`src/rtl/fp_div_param.sv`:
```
// fp_div_param: iterative parametrised FP divider; define FP_DIV_RNE_EN for round-to-nearest-even, otherwise truncate
module fp_div_param #(
   parameter int EXP_W = 8,
   parameter int MAN_W = 23,
   localparam int W = 1 + EXP_W + MAN_W
) (
   input  logic         clk,
   input  logic         reset,
   input  logic         strt,
   input  logic [W-1:0] a,
   input  logic [W-1:0] b,
   output logic         busy,
   output logic         done,
   output logic [W-1:0] z,
   output logic [3:0]   flags
);
   localparam int EW = EXP_W + 2;
   localparam int CW = $clog2(MAN_W + 3);
   localparam logic signed [EW-1:0] BIAS = EW'((1 << (EXP_W - 1)) - 1);
   localparam logic signed [EW-1:0] EMAX = EW'((1 << EXP_W) - 1);
   localparam logic [W-1:0] QNAN = {1'b0, {EXP_W{1'b1}}, 1'b1, {(MAN_W-1){1'b0}}};
   localparam logic [CW-1:0] LAST = CW'(MAN_W + 2);
   typedef enum logic [2:0] {IDLE, UNPACK, DIVIDE, NORM, ROUND, DONE} state_t;
   state_t state, nxt;
   logic [W-1:0] ra, rb, sz, zo, zp;
   logic [EXP_W-1:0] ea, eb;
   logic [MAN_W-1:0] ma, mb, rm;
   logic [MAN_W+1:0] rem, rn;
   logic [MAN_W:0] dvs;
   logic [MAN_W+2:0] q;
   logic signed [EW-1:0] e, re;
   logic [CW-1:0] cnt;
   logic s, a_z, a_i, a_n, b_z, b_i, b_n, special, nan, inv, dz, ge, ovf, unf;
   assign ea = ra[W-2:MAN_W];
   assign eb = rb[W-2:MAN_W];
   assign ma = ra[MAN_W-1:0];
   assign mb = rb[MAN_W-1:0];
   assign s = ra[W-1] ^ rb[W-1];
   assign a_z = ea == '0;
   assign b_z = eb == '0;
   assign a_i = &ea && ma == '0;
   assign b_i = &eb && mb == '0;
   assign a_n = &ea && ma != '0;
   assign b_n = &eb && mb != '0;
   assign special = a_z | a_i | a_n | b_z | b_i | b_n;
   assign nan = a_n | b_n | (a_z & b_z) | (a_i & b_i);
   assign inv = !(a_n | b_n) & ((a_z & b_z) | (a_i & b_i));
   assign dz = !nan & b_z & !a_z & !a_i;
   assign sz = nan ? QNAN : (dz | a_i) ? {s, {EXP_W{1'b1}}, {MAN_W{1'b0}}} : {s, {(W-1){1'b0}}};
   assign ge = rem >= {1'b0, dvs};
   assign rn = ge ? rem - {1'b0, dvs} : rem;
`ifdef FP_DIV_RNE_EN
   logic inc;
   logic [MAN_W+1:0] sum;
   assign inc = q[1] & (q[0] | (rem != '0) | q[2]);
   assign sum = {1'b0, q[MAN_W+2:2]} + (MAN_W+2)'(inc);
   assign rm = sum[MAN_W+1] ? sum[MAN_W:1] : sum[MAN_W-1:0];
   assign re = e + EW'(sum[MAN_W+1]);
   assign zo = {s, {EXP_W{1'b1}}, {MAN_W{1'b0}}};
`else
   assign rm = q[MAN_W+1:2];
   assign re = e;
   assign zo = {s, {(EXP_W-1){1'b1}}, 1'b0, {MAN_W{1'b1}}};
`endif
   assign ovf = !re[EW-1] && re >= EMAX;
   assign unf = re[EW-1] || re == '0;
   assign zp = ovf ? zo : unf ? {s, {(W-1){1'b0}}} : {s, re[EXP_W-1:0], rm};
   assign busy = state != IDLE;
   assign done = state == DONE;
   // state register
   always_ff @(posedge clk)
      state <= reset ? IDLE : nxt;
   // next-state sequencing: specials skip straight to DONE, normal path has fixed length
   always_comb begin
      nxt = state;
      case (state)
         IDLE:    nxt = strt ? UNPACK : IDLE;
         UNPACK:  nxt = special ? DONE : DIVIDE;
         DIVIDE:  nxt = cnt == LAST ? NORM : DIVIDE;
         NORM:    nxt = ROUND;
         ROUND:   nxt = DONE;
         default: nxt = IDLE;
      endcase
   end
   // datapath: operand capture, restoring divide, normalise, round+pack into z/flags
   always_ff @(posedge clk) begin
      if (reset) begin
         z <= '0;
         flags <= '0;
      end else begin
         case (state)
            IDLE: if (strt) begin
               ra <= a;
               rb <= b;
               flags <= '0;
            end
            UNPACK: if (special) begin
               z <= sz;
               flags <= {inv, dz, 2'b00};
            end else begin
               rem <= {2'b01, ma};
               dvs <= {1'b1, mb};
               q <= '0;
               cnt <= '0;
               e <= EW'(ea) - EW'(eb) + BIAS;
            end
            DIVIDE: begin
               rem <= {rn[MAN_W:0], 1'b0};
               q <= {q[MAN_W+1:0], ge};
               cnt <= cnt + CW'(1);
            end
            NORM: if (!q[MAN_W+2]) begin
               q <= q << 1;
               e <= e - EW'(1);
            end
            ROUND: begin
               z <= zp;
               flags <= {2'b00, ovf, unf};
            end
            default: ;
         endcase
      end
   end
endmodule

```
`config.mk`:
```
export PLATFORM = sky130hd
export DESIGN_NAME = fp_div_param
export DESIGN_NICKNAME = d
export VERILOG_FILES = /design/src/rtl/fp_div_param.sv
export SDC_FILE = /design/constraint.sdc
export NUM_CORES = 1
export LEC_CHECK = 0
export ABC_AREA = 1
export BUFFER_PORTS_ARGS = -buffer_cell sky130_fd_sc_hd__buf_4
export CELL_PAD_IN_SITES_DETAIL_PLACEMENT = 0
export CELL_PAD_IN_SITES_GLOBAL_PLACEMENT = 1
export CORE_ASPECT_RATIO = 1.1
export CORE_UTILIZATION = 45
export DETAILED_ROUTE_END_ITERATION = 10
export PLACE_DENSITY_LB_ADDON = 0.3
export SLEW_MARGIN = 5
export SYNTH_ARGS = -nofsm -noshare
export SYNTH_HDL_FRONTEND = slang
export SYNTH_SLANG_ARGS = --single-unit
```
`constraint.sdc`:
```
create_clock -name clk -period 5.3 [get_ports clk]
set_clock_uncertainty 0.1 [all_clocks]
set_input_delay 1.325 -clock clk [delete_from_list [all_inputs] [get_ports clk]]
set_output_delay 1.325 -clock clk [all_outputs]
set_load 0.02 [all_outputs]
```
==> metrics.csv <==
metric,value,unit
VDD IR-drop max,223,uV
Final Cycle Share,60.3,%
Final #Nets,1326,
Worst setup EP type,flip-flop,
worst skew pair latency,0.44,ns
P_leak,0.00495,uW
Worst Setup Start Kind,flip-flop,
Placeable Area,21400,um2
CP Launch Point,rem[7],
reg2reg path depth,10,
syn_nets,1228,
Peak Freq,313,MHz
CTS Sinks,192,
Die W,143,um
Top Ports,105,
"Setup violations, final",0,
fin area,11600,um2
synthesized flop and latch total,192,
CTS max path bufs,2,
drt pass-1 iters,5,
final hold vios,0,
CTS root buf,clkbuf_16,
Die Ht,158,um
Tmin final,3.19,ns
total negative setup slack,0,ns
Yosys top cell by area,edfxtp_1,
antenna-violating nets left,0,
post-synthesis average cell area,8.81,um2
Placer Congestion,0.957,
top-count cell post-synth,nand2_1,
Worst slew margin,33.8,%
placed cell area,11000,um2
Core Rows,56,
Filler Cell Count,2023,
Worst-path clk slew,0.08,ns
fin util,54.1,%
status,completed,
Post-Route WL,23.6,mm
Worst Path Required,5.40,ns
Power per Cell Area,309,nW/um2
area grow syn2layout,17.3,%
main combinational cell family by area after synthesis,simple AND/OR/NAND/NOR gates,
deepest level of the CTS H-tree,4,
CP arrival,3.29,ns
initial core utilization,46.1,%
Post-Synth Adder-Cell Area,4.88,%
"Max FO, Critical Path",33,
cell-by-cell listing of the critical path,ha_1 > nand2_1 > nor2_2 > inv_1 > nor3_1 > nand3_1 > nand3_4 > nand2_1 > o21ai_0 > o21ai_1,
Worst Hold Class,reg2reg,
Iteration-0 DRC Markers,459,
wire length per cell,15.5,um
Critical Setup Path Class,reg2reg,
first-pass GRT wire length,38.5,mm
post-synth cell types,45,
CTS tree,yes,
RR Startpoint,rem[7],
Synth Warn #,0,
synth top area cells,"edfxtp_1 (46%), nand2_1 (11%), dfxtp_1 (7.9%)",
Antenna diodes,0,
Final Max Slew Viols,0,
Synth Area in Simple Gates,24.4,%
number of synthesized flops with an enable pin,153,
DRC,0,
Synth Flop Type,edfxtp_1,
post-CTS setup buffers,0,
Synth Area in Compound Gates,8.09,%
CTS Buf Count,17,
pin count of the biggest net entering global routing,43,
die area,22600,um2
post-synth top area share,46.4,%
Port Buffers,104,
GRT overflow,0,
initial antenna violation count,0,
Commonest cells post-synth,"nand2_1 (289), edfxtp_1 (153), nor2_1 (138)",
worst stage delay on the critical path,0.56,ns
post_cts resized,0,
Syn Std Cell Area,9890,um2
Via Count,7800,
critical path's slowest cell,nand3_4,
Synth Area in XOR/XNOR,1.59,%
GRT Total Usage,22.3,%
Hold Path Stages,0,
ratio of cells with drive above 1 in the final layout,13.1,%
hold-fix buffers at CTS,0,
worst slew pin tran,0.990,ns
HPWL after DPL,17.3,mm
post-DR vias/cell,5.12,
RSZ-0062 raised after global routing,no,
"most used cell, CP",nand2_1,
mux cell area share after synthesis,0.101,%
register area share after synthesis,54.3,%
vias in the first global route,7678,
max-cap violations,0,
asr flop ratio synth,0,%
cell count after synthesis,1123,
min-delay src,rb[14],
## per-stage QoR
step	std cells	worst slack, ns	hold WS (ns)	power (uW)
floorplan	1123	0.293	0.326	2120
global placement	1492	2.12	0.334	2270
detailed placement	1492	2.07	0.338	2270
CTS	1524	2.09	0.351	3610
global route	1524	1.83	0.358	3740
finish	1524	2.11	0.350	3580
## routing by layer
layer,share of wire [%],up-vias,GRT usage [%]
li1,-,3987,-
met1,44,3643,28.0
met2,51,151,39.0
met3,4.0,19,3.71
met4,1.3,0,6.64
met5,0,-,0
## power breakdown
group          switching, uW  internal, uW
Combinational            307           170
Clock                    651           693
Sequential              40.2          1720
Total                    998          2580
## placed cells by master (no fill, tap or decap), drive strengths merged, types with 39 or more instances in the layout
cell	netlist	routed
a21oi	56	56
buf	12	111
dfxtp	39	39
edfxtp	153	153
inv	134	139
nand2	291	291
nand3	61	61
nand4	55	55
nor2	141	141
o21ai	46	46
## final timing paths
| check | endpoint | slack, ns |
|---|---|---|
| worst max-delay path | rem[23] | 2.11 |
| worst min-delay path | dvs[14] | 0.35 |
| worst max register to register | rem[23] | 2.11 |
| worst min register to register | dvs[14] | 0.35 |
## cell type report
type	count	area (um2)	share of cell area, %
clock buffer	19	475	4.10
inverter	135	507	4.37
multi-input combinational	764	3890	33.5
sequential	192	5380	46.3
timing repair buffer	111	833	7.18
clock inverter	13	160	1.38
tap	290	363	3.13
## sequential cells by signal (all words and copies together) (netlist names)
| name | flops |
|---|---|
| flags | 4 |
| rem | 25 |
| dvs | 23 |
| rb | 32 |
| e | 10 |
| state | 3 |
| ra | 32 |
| z | 32 |
| cnt | 5 |
| q | 26 |
## worst max-delay path, delay by kind of cell, from the launching register on
family | cells | cell delay (ns)
buf+inv | 1 | 0.06
compound gates | 2 | 0.19
fa+ha+maj | 1 | 0.37
flops | 1 | 0.41
simple gates | 6 | 1.81
## cell families (layout without fill, tap and decap cells)
group	after synthesis	in the layout
AND/OR/NAND/NOR	564	564
XOR/XNOR	18	18
adder cells (fa/ha/maj)	38	38
multiplexers	1	1
AO/OA/AOI/OAI	143	143
buffers and inverters	167	278
flip-flops	192	192
No activity file was read; power rests on OpenSTA's default activity.
